`src/rtl/branch_resolve_unit_pkg.sv`:
```
// Shared definitions for branch resolution and the hazard detector.
// Nexttype codes and the 2-bit saturating counter step.
package branch_resolve_unit_pkg;

  typedef enum logic [1:0] {
    PCPlus4     = 2'b00,
    Branch      = 2'b01,
    BranchWrong = 2'b10,
    Jump        = 2'b11
  } nexttype_e;

  localparam logic [1:0] CNT_MAX = 2'b11;
  localparam logic [1:0] CNT_MIN = 2'b00;

  function automatic logic [1:0] cnt_step(
    input logic [1:0] c,
    input logic       taken
  );
    logic [1:0] r;
    r = c;
    if (taken) begin
      if (c != CNT_MAX) r = c + 2'd1;
    end else begin
      if (c != CNT_MIN) r = c - 2'd1;
    end
    return r;
  endfunction

endpackage

```
`src/rtl/branch_resolve_unit_if.sv`:
```
// Fetch-side lookup, EX-side resolution and statistics bundle.
// master drives instruction info, slave is the resolve unit.
interface branch_resolve_unit_if #(
  parameter int STAT_WIDTH = 16
);
  logic [31:0]           if_pc;
  logic                  if_pred_taken;
  logic                  ex_valid;
  logic                  ex_is_branch;
  logic                  ex_is_jump;
  logic                  ex_taken;
  logic                  ex_pred_taken;
  logic [31:0]           ex_pc;
  logic [31:0]           ex_target;
  logic [1:0]            nexttype;
  logic [31:0]           redirect_pc;
  logic [STAT_WIDTH-1:0] branch_count;
  logic [STAT_WIDTH-1:0] mispredict_count;

  modport master (
    output if_pc, ex_valid, ex_is_branch,
    output ex_is_jump, ex_taken, ex_pred_taken,
    output ex_pc, ex_target,
    input  if_pred_taken, nexttype, redirect_pc,
    input  branch_count, mispredict_count
  );

  modport slave (
    input  if_pc, ex_valid, ex_is_branch,
    input  ex_is_jump, ex_taken, ex_pred_taken,
    input  ex_pc, ex_target,
    output if_pred_taken, nexttype, redirect_pc,
    output branch_count, mispredict_count
  );
endinterface

```
`src/rtl/branch_resolve_unit_bht_counter_array.sv`:
```
// Branch history table of 2-bit saturating counters.
// Combinational read, synchronous saturating update and reset.
module bht_counter_array
  import branch_resolve_unit_pkg::*;
#(
  parameter int         IDX_BITS = 4,
  parameter logic [1:0] CNT_INIT = 2'b01
) (
  input  logic                clk,
  input  logic                rst,
  input  logic [IDX_BITS-1:0] rd_idx_i,
  output logic [1:0]          rd_cnt_o,
  input  logic                wr_en_i,
  input  logic [IDX_BITS-1:0] wr_idx_i,
  input  logic                wr_taken_i
);
  localparam int N = 1 << IDX_BITS;

  logic [N-1:0][1:0] tbl_q;
  logic [N-1:0][1:0] tbl_d;

  // read returns the stored value; no write bypass
  assign rd_cnt_o = tbl_q[rd_idx_i];

  // next table: step one counter on an update
  always_comb begin
    tbl_d = tbl_q;
    if (wr_en_i) begin
      tbl_d[wr_idx_i] = cnt_step(tbl_q[wr_idx_i], wr_taken_i);
    end
  end

  // table register, reset wins over any update
  always_ff @(posedge clk) begin
    if (rst) tbl_q <= {N{CNT_INIT}};
    else     tbl_q <= tbl_d;
  end

endmodule

```
`src/rtl/branch_resolve_unit.sv`:
```
// EX-stage branch resolution with BHT prediction and statistics.
// Nexttype and redirect are combinational from EX inputs.
module branch_resolve_unit
  import branch_resolve_unit_pkg::*;
#(
  parameter int         BHT_INDEX_BITS = 4,
  parameter logic [1:0] CNT_INIT       = 2'b01,
  parameter int         STAT_WIDTH     = 16
) (
  input  logic                  clk,
  input  logic                  rst,
  branch_resolve_unit_if.slave  bus
);
  localparam int IDX_HI = BHT_INDEX_BITS + 1;
  localparam logic [STAT_WIDTH-1:0] SMAX =
    {STAT_WIDTH{1'b1}};

  logic [BHT_INDEX_BITS-1:0] rd_idx;
  logic [BHT_INDEX_BITS-1:0] wr_idx;
  logic [1:0]                rd_cnt;
  logic [31:0]               pc_plus4;
  logic                      sel_jump;
  logic                      sel_ok;
  logic                      sel_wrong;
  logic                      upd;
  nexttype_e                 nt;
  logic [31:0]               redir;
  logic [STAT_WIDTH-1:0]     bcnt_q, bcnt_d;
  logic [STAT_WIDTH-1:0]     mcnt_q, mcnt_d;
  logic                      unused_pc_bits;

  assign rd_idx   = bus.if_pc[IDX_HI:2];
  assign wr_idx   = bus.ex_pc[IDX_HI:2];
  assign pc_plus4 = bus.ex_pc + 32'd4;

  assign unused_pc_bits =
    ^{bus.if_pc[31:IDX_HI+1], bus.if_pc[1:0]};

  assign sel_jump  = bus.ex_valid & bus.ex_is_jump;
  assign upd       = bus.ex_valid & bus.ex_is_branch
                   & ~bus.ex_is_jump;
  assign sel_ok    = upd
                   & (bus.ex_taken == bus.ex_pred_taken);
  assign sel_wrong = upd
                   & (bus.ex_taken != bus.ex_pred_taken);

  bht_counter_array #(
    .IDX_BITS (BHT_INDEX_BITS),
    .CNT_INIT (CNT_INIT)
  ) u_bht (
    .clk        (clk),
    .rst        (rst),
    .rd_idx_i   (rd_idx),
    .rd_cnt_o   (rd_cnt),
    .wr_en_i    (upd),
    .wr_idx_i   (wr_idx),
    .wr_taken_i (bus.ex_taken)
  );

  assign bus.if_pred_taken = rd_cnt[1];

  // resolution: select code and fetch redirect
  always_comb begin
    nt    = PCPlus4;
    redir = pc_plus4;
    unique case (1'b1)
      sel_jump: begin
        nt    = Jump;
        redir = bus.ex_target;
      end
      sel_ok: begin
        nt    = Branch;
      end
      sel_wrong: begin
        nt = BranchWrong;
        if (bus.ex_taken) redir = bus.ex_target;
      end
      default: ;
    endcase
  end

  assign bus.nexttype    = nt;
  assign bus.redirect_pc = redir;

  // saturating statistics next-state
  always_comb begin
    bcnt_d = bcnt_q;
    mcnt_d = mcnt_q;
    if (upd && bcnt_q != SMAX) bcnt_d = bcnt_q + 1'b1;
    if (sel_wrong && mcnt_q != SMAX) mcnt_d = mcnt_q + 1'b1;
  end

  // statistics registers
  always_ff @(posedge clk) begin
    if (rst) begin
      bcnt_q <= '0;
      mcnt_q <= '0;
    end else begin
      bcnt_q <= bcnt_d;
      mcnt_q <= mcnt_d;
    end
  end

  assign bus.branch_count     = bcnt_q;
  assign bus.mispredict_count = mcnt_q;

endmodule

```
`src/flat_wrapper.sv`:
```
// flat-port wrapper written by rule: the top's interface ports become plain ports
module branch_resolve_unit_flat import branch_resolve_unit_pkg::*;
#(
  parameter int         BHT_INDEX_BITS = 4,
  parameter logic [1:0] CNT_INIT       = 2'b01,
  parameter int         STAT_WIDTH     = 16
)
  (clk, rst, bus_if_pc, bus_ex_valid, bus_ex_is_branch, bus_ex_is_jump, bus_ex_taken, bus_ex_pred_taken, bus_ex_pc, bus_ex_target, bus_if_pred_taken, bus_nexttype, bus_redirect_pc, bus_branch_count, bus_mispredict_count);
  branch_resolve_unit_if #(.STAT_WIDTH(STAT_WIDTH)) bus_i ();
  input  logic clk;
  input  logic rst;
  input wire logic [$bits(bus_i.if_pc)-1:0] bus_if_pc;
  input wire logic [$bits(bus_i.ex_valid)-1:0] bus_ex_valid;
  input wire logic [$bits(bus_i.ex_is_branch)-1:0] bus_ex_is_branch;
  input wire logic [$bits(bus_i.ex_is_jump)-1:0] bus_ex_is_jump;
  input wire logic [$bits(bus_i.ex_taken)-1:0] bus_ex_taken;
  input wire logic [$bits(bus_i.ex_pred_taken)-1:0] bus_ex_pred_taken;
  input wire logic [$bits(bus_i.ex_pc)-1:0] bus_ex_pc;
  input wire logic [$bits(bus_i.ex_target)-1:0] bus_ex_target;
  output wire logic [$bits(bus_i.if_pred_taken)-1:0] bus_if_pred_taken;
  output wire logic [$bits(bus_i.nexttype)-1:0] bus_nexttype;
  output wire logic [$bits(bus_i.redirect_pc)-1:0] bus_redirect_pc;
  output wire logic [$bits(bus_i.branch_count)-1:0] bus_branch_count;
  output wire logic [$bits(bus_i.mispredict_count)-1:0] bus_mispredict_count;
  assign bus_i.if_pc = bus_if_pc;
  assign bus_i.ex_valid = bus_ex_valid;
  assign bus_i.ex_is_branch = bus_ex_is_branch;
  assign bus_i.ex_is_jump = bus_ex_is_jump;
  assign bus_i.ex_taken = bus_ex_taken;
  assign bus_i.ex_pred_taken = bus_ex_pred_taken;
  assign bus_i.ex_pc = bus_ex_pc;
  assign bus_i.ex_target = bus_ex_target;
  assign bus_if_pred_taken = bus_i.if_pred_taken;
  assign bus_nexttype = bus_i.nexttype;
  assign bus_redirect_pc = bus_i.redirect_pc;
  assign bus_branch_count = bus_i.branch_count;
  assign bus_mispredict_count = bus_i.mispredict_count;
  branch_resolve_unit #(.BHT_INDEX_BITS(BHT_INDEX_BITS), .CNT_INIT(CNT_INIT), .STAT_WIDTH(STAT_WIDTH)) u_core (.clk(clk), .rst(rst), .bus(bus_i));
endmodule
```
`config.mk`:
```
export PLATFORM = sky130hd
export DESIGN_NAME = branch_resolve_unit_flat
export DESIGN_NICKNAME = d
export VERILOG_FILES = /design/src/rtl/branch_resolve_unit_pkg.sv /design/src/rtl/branch_resolve_unit_if.sv /design/src/rtl/branch_resolve_unit_bht_counter_array.sv /design/src/rtl/branch_resolve_unit.sv /design/src/flat_wrapper.sv
export SDC_FILE = /design/constraint.sdc
export NUM_CORES = 1
export LEC_CHECK = 0
export CORE_ASPECT_RATIO = 1.2
export CORE_MARGIN = 3
export CORE_UTILIZATION = 35
export DETAILED_ROUTE_END_ITERATION = 16
export HOLD_SLACK_MARGIN = 0.1
export PLACE_DENSITY = 0.65
export SYNTH_ARGS = -nofsm -noshare
export SYNTH_HDL_FRONTEND = slang
export SYNTH_HIERARCHICAL = 1
export SYNTH_SLANG_ARGS = --single-unit
```
`constraint.sdc`:
```
create_clock -name clk -period 5.4 [get_ports clk]
set_input_delay 1.08 -clock clk [delete_from_list [all_inputs] [get_ports clk]]
set_output_delay 1.08 -clock clk [all_outputs]
set_load 0.02 [all_outputs]
```
==> impl_metrics.env, run 1 <==
export IMPL_fin_crit_sh_pct=90.82
export IMPL_cts_buffers=9
export IMPL_critical_path_required_ns=4.32
export IMPL_skew_ns=0.004664
export IMPL_cts_max_path_buffers=2
export IMPL_grt_pass1_wl_um=24260
export IMPL_cap_violations=0
export IMPL_dpl_cell_area_um2=6133
export IMPL_p_seq_share_pct=36.3
export IMPL_layout_commonest_cell="clkdlybuf4s50_1"
export IMPL_antenna_found_initial=0
export IMPL_grt_remaining_overflow=0
export IMPL_post_cts_resized=0
export IMPL_clockRootBuffer="clkbuf_16"
export IMPL_grt_setup_unrepaired="no"
export IMPL_syn_avg_cell_area_um2=8.063
export IMPL_path_cells="clkdlybuf4s50_1 > buf_4 > ha_1 > nand2_1 > or4_1 > a31oi_1 > clkdlybuf4s50_1"
export IMPL_clock_sinks=64
export IMPL_tritoncts="built"
export IMPL_die_width_um=110.8
export IMPL_ant_nets=0
export IMPL_crit_family="buffers and inverters"
export IMPL_slowest_delay_ns=0.63
export IMPL_timing_setup_tns_ns=0
export IMPL_p_clk_share_pct=43.9
export IMPL_antenna_cells=0
export IMPL_drt_iter0_markers=441
export IMPL_hold_violations=0
export IMPL_cts_setup_buffers=0
export IMPL_core_region_area_um2=12780
export IMPL_max_freq_mhz=203.9
export IMPL_p_per_area_nw_per_um2=204.5
export IMPL_fin_area_um2=6431
export IMPL_final_max_slew_viol_count=0
export IMPL_power_switching_mw=0.3465
export IMPL_grt_max_degree=54
export IMPL_fin_crit_ns=4.904
export IMPL_intPower_mw=0.9685
export IMPL_nets=805
export IMPL_drc=0
export IMPL_synth_area_um2=4612
export IMPL_syn2layout_area_growth_pct=39.45
export IMPL_cellLeakagePower_nw=2.188
export IMPL_synth_net_count=678
export IMPL_slowest_stage="clkdlybuf4s50_1"
export IMPL_status="finished clean"
export IMPL_grt_usage_pct=19.84
export IMPL_place_gp_congestion=0.9079
export IMPL_insertion_delay_ns=0.33
export IMPL_yosys_warnings=6
export IMPL_io_pins=170
export IMPL_clkSlewWorstSetupHoldPaths_ns=0.05
export IMPL_dieArea_um2=14600
export IMPL_drive_gt1_share_pct=10.23
export IMPL_p_sw_share_pct=26.35
export IMPL_routedWlPerCell_um=16.96
export IMPL_worstPathArrival_ns=3.82
export IMPL_crit_path_end_kind="primary output"
export IMPL_crit_fanout=20
export IMPL_cts_hold_buffers_added=0
export IMPL_crit_type="primary input to primary output"
export IMPL_tightest_slew_ns=0.8798
export IMPL_std_cell_rows=45
export IMPL_hold_path_class="flip-flop to flip-flop"
export IMPL_combPwrFrac_pct=19.8
export IMPL_setup_violations_final=0
export IMPL_routed_via_density=5.774
export IMPL_start_util_pct=36.08
export IMPL_critPathBufInv=3
export IMPL_first_global_vias=4815
export IMPL_critPathLaunchType="primary input"
export IMPL_cpMostUsedCell="clkdlybuf4s50_1"
export IMPL_drt_total_wl_um=14730
export IMPL_relSlewSlack_pct=41.34
export IMPL_die_h_um=131.7
export IMPL_first_pass_iters=5
export IMPL_hpwl_um=11000
export IMPL_numPortBuffers=141
export IMPL_htree_levels=3
export IMPL_synthCells=572
export IMPL_ir_worst_vdd_v=0.0001778
export IMPL_layout_common_cells="clkdlybuf4s50_1, dfxtp_1, nand2_1, o21ai_0, nor2_1"
export IMPL_num_vias=5012
## cell type report
type | instances | area, um^2
well taps | 164 | 205.2
multi-input cells | 460 | 3113
repair buffers | 152 | 1489
clock inverters | 6 | 58.81
clock buffers | 10 | 239.0
inverters | 12 | 45.04
flip-flops and latches | 64 | 1281
fillers | 1241 | 6350
## flip-flops by register name, indices dropped and copies added, names as in the netlist
name and flops:
u_core/bus.branch_count 16, u_core/bus.mispredict_count 16, u_core/u_bht/tbl_q 32
## path summary, 6_finish.rpt
| kind | from | end | slack (ns) | cells after the start |
|---|---|---|---|---|
| worst max-delay path | bus_ex_pc[3] | bus_redirect_pc[24] | 0.50 | 7 |
| worst min-delay path | u_core/u_bht/tbl_q[10]$_SDFFE_PP1P_ | u_core/u_bht/tbl_q[10]$_SDFFE_PP1P_ | 0.47 | 2 |
| worst max register to register | u_core/bus.branch_count[7]$_SDFFE_PP0P_ | u_core/bus.branch_count[2]$_SDFFE_PP0P_ | 3.29 | 4 |
| worst min register to register | u_core/u_bht/tbl_q[10]$_SDFFE_PP1P_ | u_core/u_bht/tbl_q[10]$_SDFFE_PP1P_ | 0.47 | 2 |
## worst reg2reg max path, stage by stage, from the launching register on
cell	delay, ns
dfxtp_1	0.42
nand4_1	0.28
nor4_1	0.72
and2b_1	0.31
a311oi_1	0.29
## power by group through the flow
stage	clock network (mW)	logic [mW]	registers, mW
2_1_floorplan	0	0.124	0.488
3_3_place_gp	0	0.256	0.487
3_5_place_dp	0	0.259	0.487
4_1_cts	0.591	0.260	0.477
5_1_grt	0.610	0.278	0.477
6_report	0.578	0.260	0.477
## per-layer routing
metal,part of all wire [%],GRT usage (%),up-vias
li1,-,-,2438
met1,40,22.97,2347
met2,51,36.17,204
met3,7.1,4.729,23
met4,1.8,5.749,0
met5,0,0,-
## through the flow
stage,hold WS (ns),std cells,worst slack [ns],power [mW],util (%)
2_1_floorplan,0.4384,572,1.674,0.6120,-
3_3_place_gp,0.4502,852,0.5239,0.7427,47.99
3_5_place_dp,0.4555,852,0.5033,0.7461,47.99
4_1_cts,0.4681,868,0.4967,1.328,50.32
5_1_grt,0.4882,868,0.3102,1.365,50.32
6_report,0.4715,868,0.4959,1.315,50.32
(Power assumes the default switching activity.)
==> inputs of run 2 (changes only) <==
Settings changed: PLACE_DENSITY 0.65 to 0.64, SLEW_MARGIN set to 40.
==> run 2 against run 1 <==
Effect of this change: combinational power barely moved; clock skew rose by 0.0021 ns; clock-buffer cell count did not move; wire length fell by 0.28%.
==> impl_metrics.env, run 2 (synthesized netlist as in run 1, its figures left out) <==
export IMPL_grt_remaining_overflow=0
export IMPL_post_cts_resized=0
export IMPL_crit_end="bus_redirect_pc[24]"
export IMPL_reg2reg_to="u_core/bus.branch_count[0]$_SDFFE_PP0P_"
export IMPL_cts_setup_buffers=0
export IMPL_first_pass_iters=5
export IMPL_tightest_slew_ns=0.7096
export IMPL_status="finished clean"
export IMPL_first_global_vias=4718
export IMPL_routedWlPerCell_um=16.94
export IMPL_cellLeakagePower_nw=2.195
export IMPL_cts_max_path_buffers=2
export IMPL_antenna_cells=0
export IMPL_drt_total_wl_um=14680
export IMPL_clock_sinks=64
export IMPL_nFillCells=1243
export IMPL_setup_violations_final=0
export IMPL_reg2reg_depth=4
export IMPL_critPathBufInv=2
export IMPL_critical_path_required_ns=4.32
export IMPL_ir_worst_vdd_v=0.0001468
export IMPL_seq_area_um2=1281
export IMPL_grt_pass1_wl_um=23940
export IMPL_cap_violations=0
export IMPL_crit_start="bus_ex_pc[8]"
export IMPL_path_cells="clkdlybuf4s50_1 > and4_1 > nand4_1 > or4_1 > a31oi_1 > clkdlybuf4s50_1"
export IMPL_tritoncts="built"
export IMPL_cts_hold_buffers_added=0
export IMPL_hpwl_um=11080
export IMPL_place_gp_congestion=0.8523
export IMPL_drc=0
export IMPL_critPathLaunchType="primary input"
export IMPL_nets=804
export IMPL_grt_setup_unrepaired="no"
export IMPL_hold_path_class="flip-flop to flip-flop"
export IMPL_grt_usage_pct=19.50
export IMPL_cpMostUsedCell="clkdlybuf4s50_1"
export IMPL_crit_cells=6
export IMPL_core_region_area_um2=12780
export IMPL_relSlewSlack_pct=52.26
export IMPL_start_util_pct=36.08
export IMPL_clkSlewWorstSetupHoldPaths_ns=0.05
export IMPL_dieArea_um2=14600
export IMPL_htree_levels=3
export IMPL_ant_nets=0
export IMPL_timing_setup_tns_ns=0
export IMPL_worstPathArrival_ns=3.90
export IMPL_slowest_delay_ns=0.65
export IMPL_crit_fanout=14
export IMPL_slowest_stage="or4_1"
export IMPL_fin_crit_sh_pct=92.21
export IMPL_top_register="u_core/u_bht/tbl_q"
export IMPL_fin_area_um2=6462
export IMPL_syn2layout_area_growth_pct=40.12
export IMPL_routed_via_density=5.730
export IMPL_drive_gt1_share_pct=9.957
export IMPL_die_width_um=110.8
export IMPL_cts_buffers=9
export IMPL_p_per_area_nw_per_um2=215.2
export IMPL_dpl_cell_area_um2=6126
export IMPL_timing_hold_ws_ns=0.4655
export IMPL_layout_commonest_cell="clkdlybuf4s50_1"
export IMPL_std_cell_rows=45
export IMPL_drt_iter0_markers=268
export IMPL_insertion_delay_ns=0.33
export IMPL_num_vias=4968
export IMPL_io_pins=170
export IMPL_antenna_found_initial=0
export IMPL_worstHoldStart="u_core/u_bht/tbl_q[26]$_SDFFE_PP1P_"
export IMPL_skew_ns=0.006760
export IMPL_grt_max_degree=42
export IMPL_crit_path_end_kind="primary output"
export IMPL_final_max_slew_viol_count=0
export IMPL_hold_violations=0
export IMPL_rrSetupSlack_ns=3.30
export IMPL_largest_reg_flops=32
export IMPL_fin_crit_ns=4.979
export IMPL_reg2reg_from="u_core/bus.branch_count[6]$_SDFFE_PP0P_"
export IMPL_numPortBuffers=141
export IMPL_die_h_um=131.7
export IMPL_crit_family="simple AND/OR/NAND/NOR gates"
export IMPL_clockRootBuffer="clkbuf_16"
export IMPL_crit_type="primary input to primary output"
export IMPL_multiInputGateArea_um2=3113
export IMPL_fin_util_pct=50.56
export IMPL_layout_common_cells="clkdlybuf4s50_1, dfxtp_1, nand2_1, o21ai_0, nor2_1"
export IMPL_max_freq_mhz=200.8
[run 2: cell count changes in the layout (fill, tap and decap cells not counted)]
| cell | before | now |
|---|---|---|
| clkinv_2 | 4 | 2 |
| clkbuf_1 | 0 | 1 |
| bufinv_16 | 1 | 3 |
| clkbuf_8 | 1 | 0 |
| buf_4 | 11 | 10 |
| clkinvlp_4 | 0 | 1 |
| clkinv_4 | 1 | 0 |
[run 2: final cells by class]
type / count / area share, %
clock inverters: 6 / 1.665
well taps: 164 / 3.175
multi-input cells: 460 / 48.17
repair buffers: 151 / 22.92
inverters: 12 / 0.6970
flip-flops and latches: 64 / 19.83
clock buffers: 10 / 3.543
[run 2: metal layers]
metal  GRT usage (%)  up-vias  routed length (um)  share of wire, %
met5               0        -                   0                 0
met4           6.982        0                 282               1.9
met3           4.408       17                 921               6.3
met2           33.67      188                7156                49
met1           23.75     2328                6324                43
li1                -     2435                   -                 -
[run 2: worst min path at each step]
stage | cells after the start | endpoint
finish | 2 | u_core/u_bht/tbl_q[26]$_SDFFE_PP1P_
CTS | 2 | u_core/u_bht/tbl_q[30]$_SDFFE_PP1P_
floorplan | 2 | u_core/u_bht/tbl_q[10]$_SDFFE_PP1P_
global route | 2 | u_core/u_bht/tbl_q[12]$_SDFFE_PP1P_
detailed placement | 2 | u_core/u_bht/tbl_q[30]$_SDFFE_PP1P_
global placement | 2 | u_core/u_bht/tbl_q[26]$_SDFFE_PP1P_
[run 2: worst min-delay path, stage by stage, from the launching register on]
cell     delay, ns
dfxtp_1       0.32
a21oi_1       0.06
o31ai_1       0.05
[run 2: power breakdown]
| part | internal, mW | switching, mW | total [mW] |
|---|---|---|---|
| Combinational | 0.126 | 0.133 | 0.259 |
| Sequential | 0.475 | 0.00201 | 0.477 |
| Clock | 0.449 | 0.206 | 0.655 |
| Total | 1.05 | 0.341 | 1.39 |
[run 2: through the flow]
stage,setup WS (ns),instances,total power [mW]
CTS,0.4076,867,1.403
finish,0.4206,867,1.391
global route,0.2018,867,1.442
detailed placement,0.4175,851,0.7460
global placement,0.4592,851,0.7433
floorplan,1.674,572,0.6120
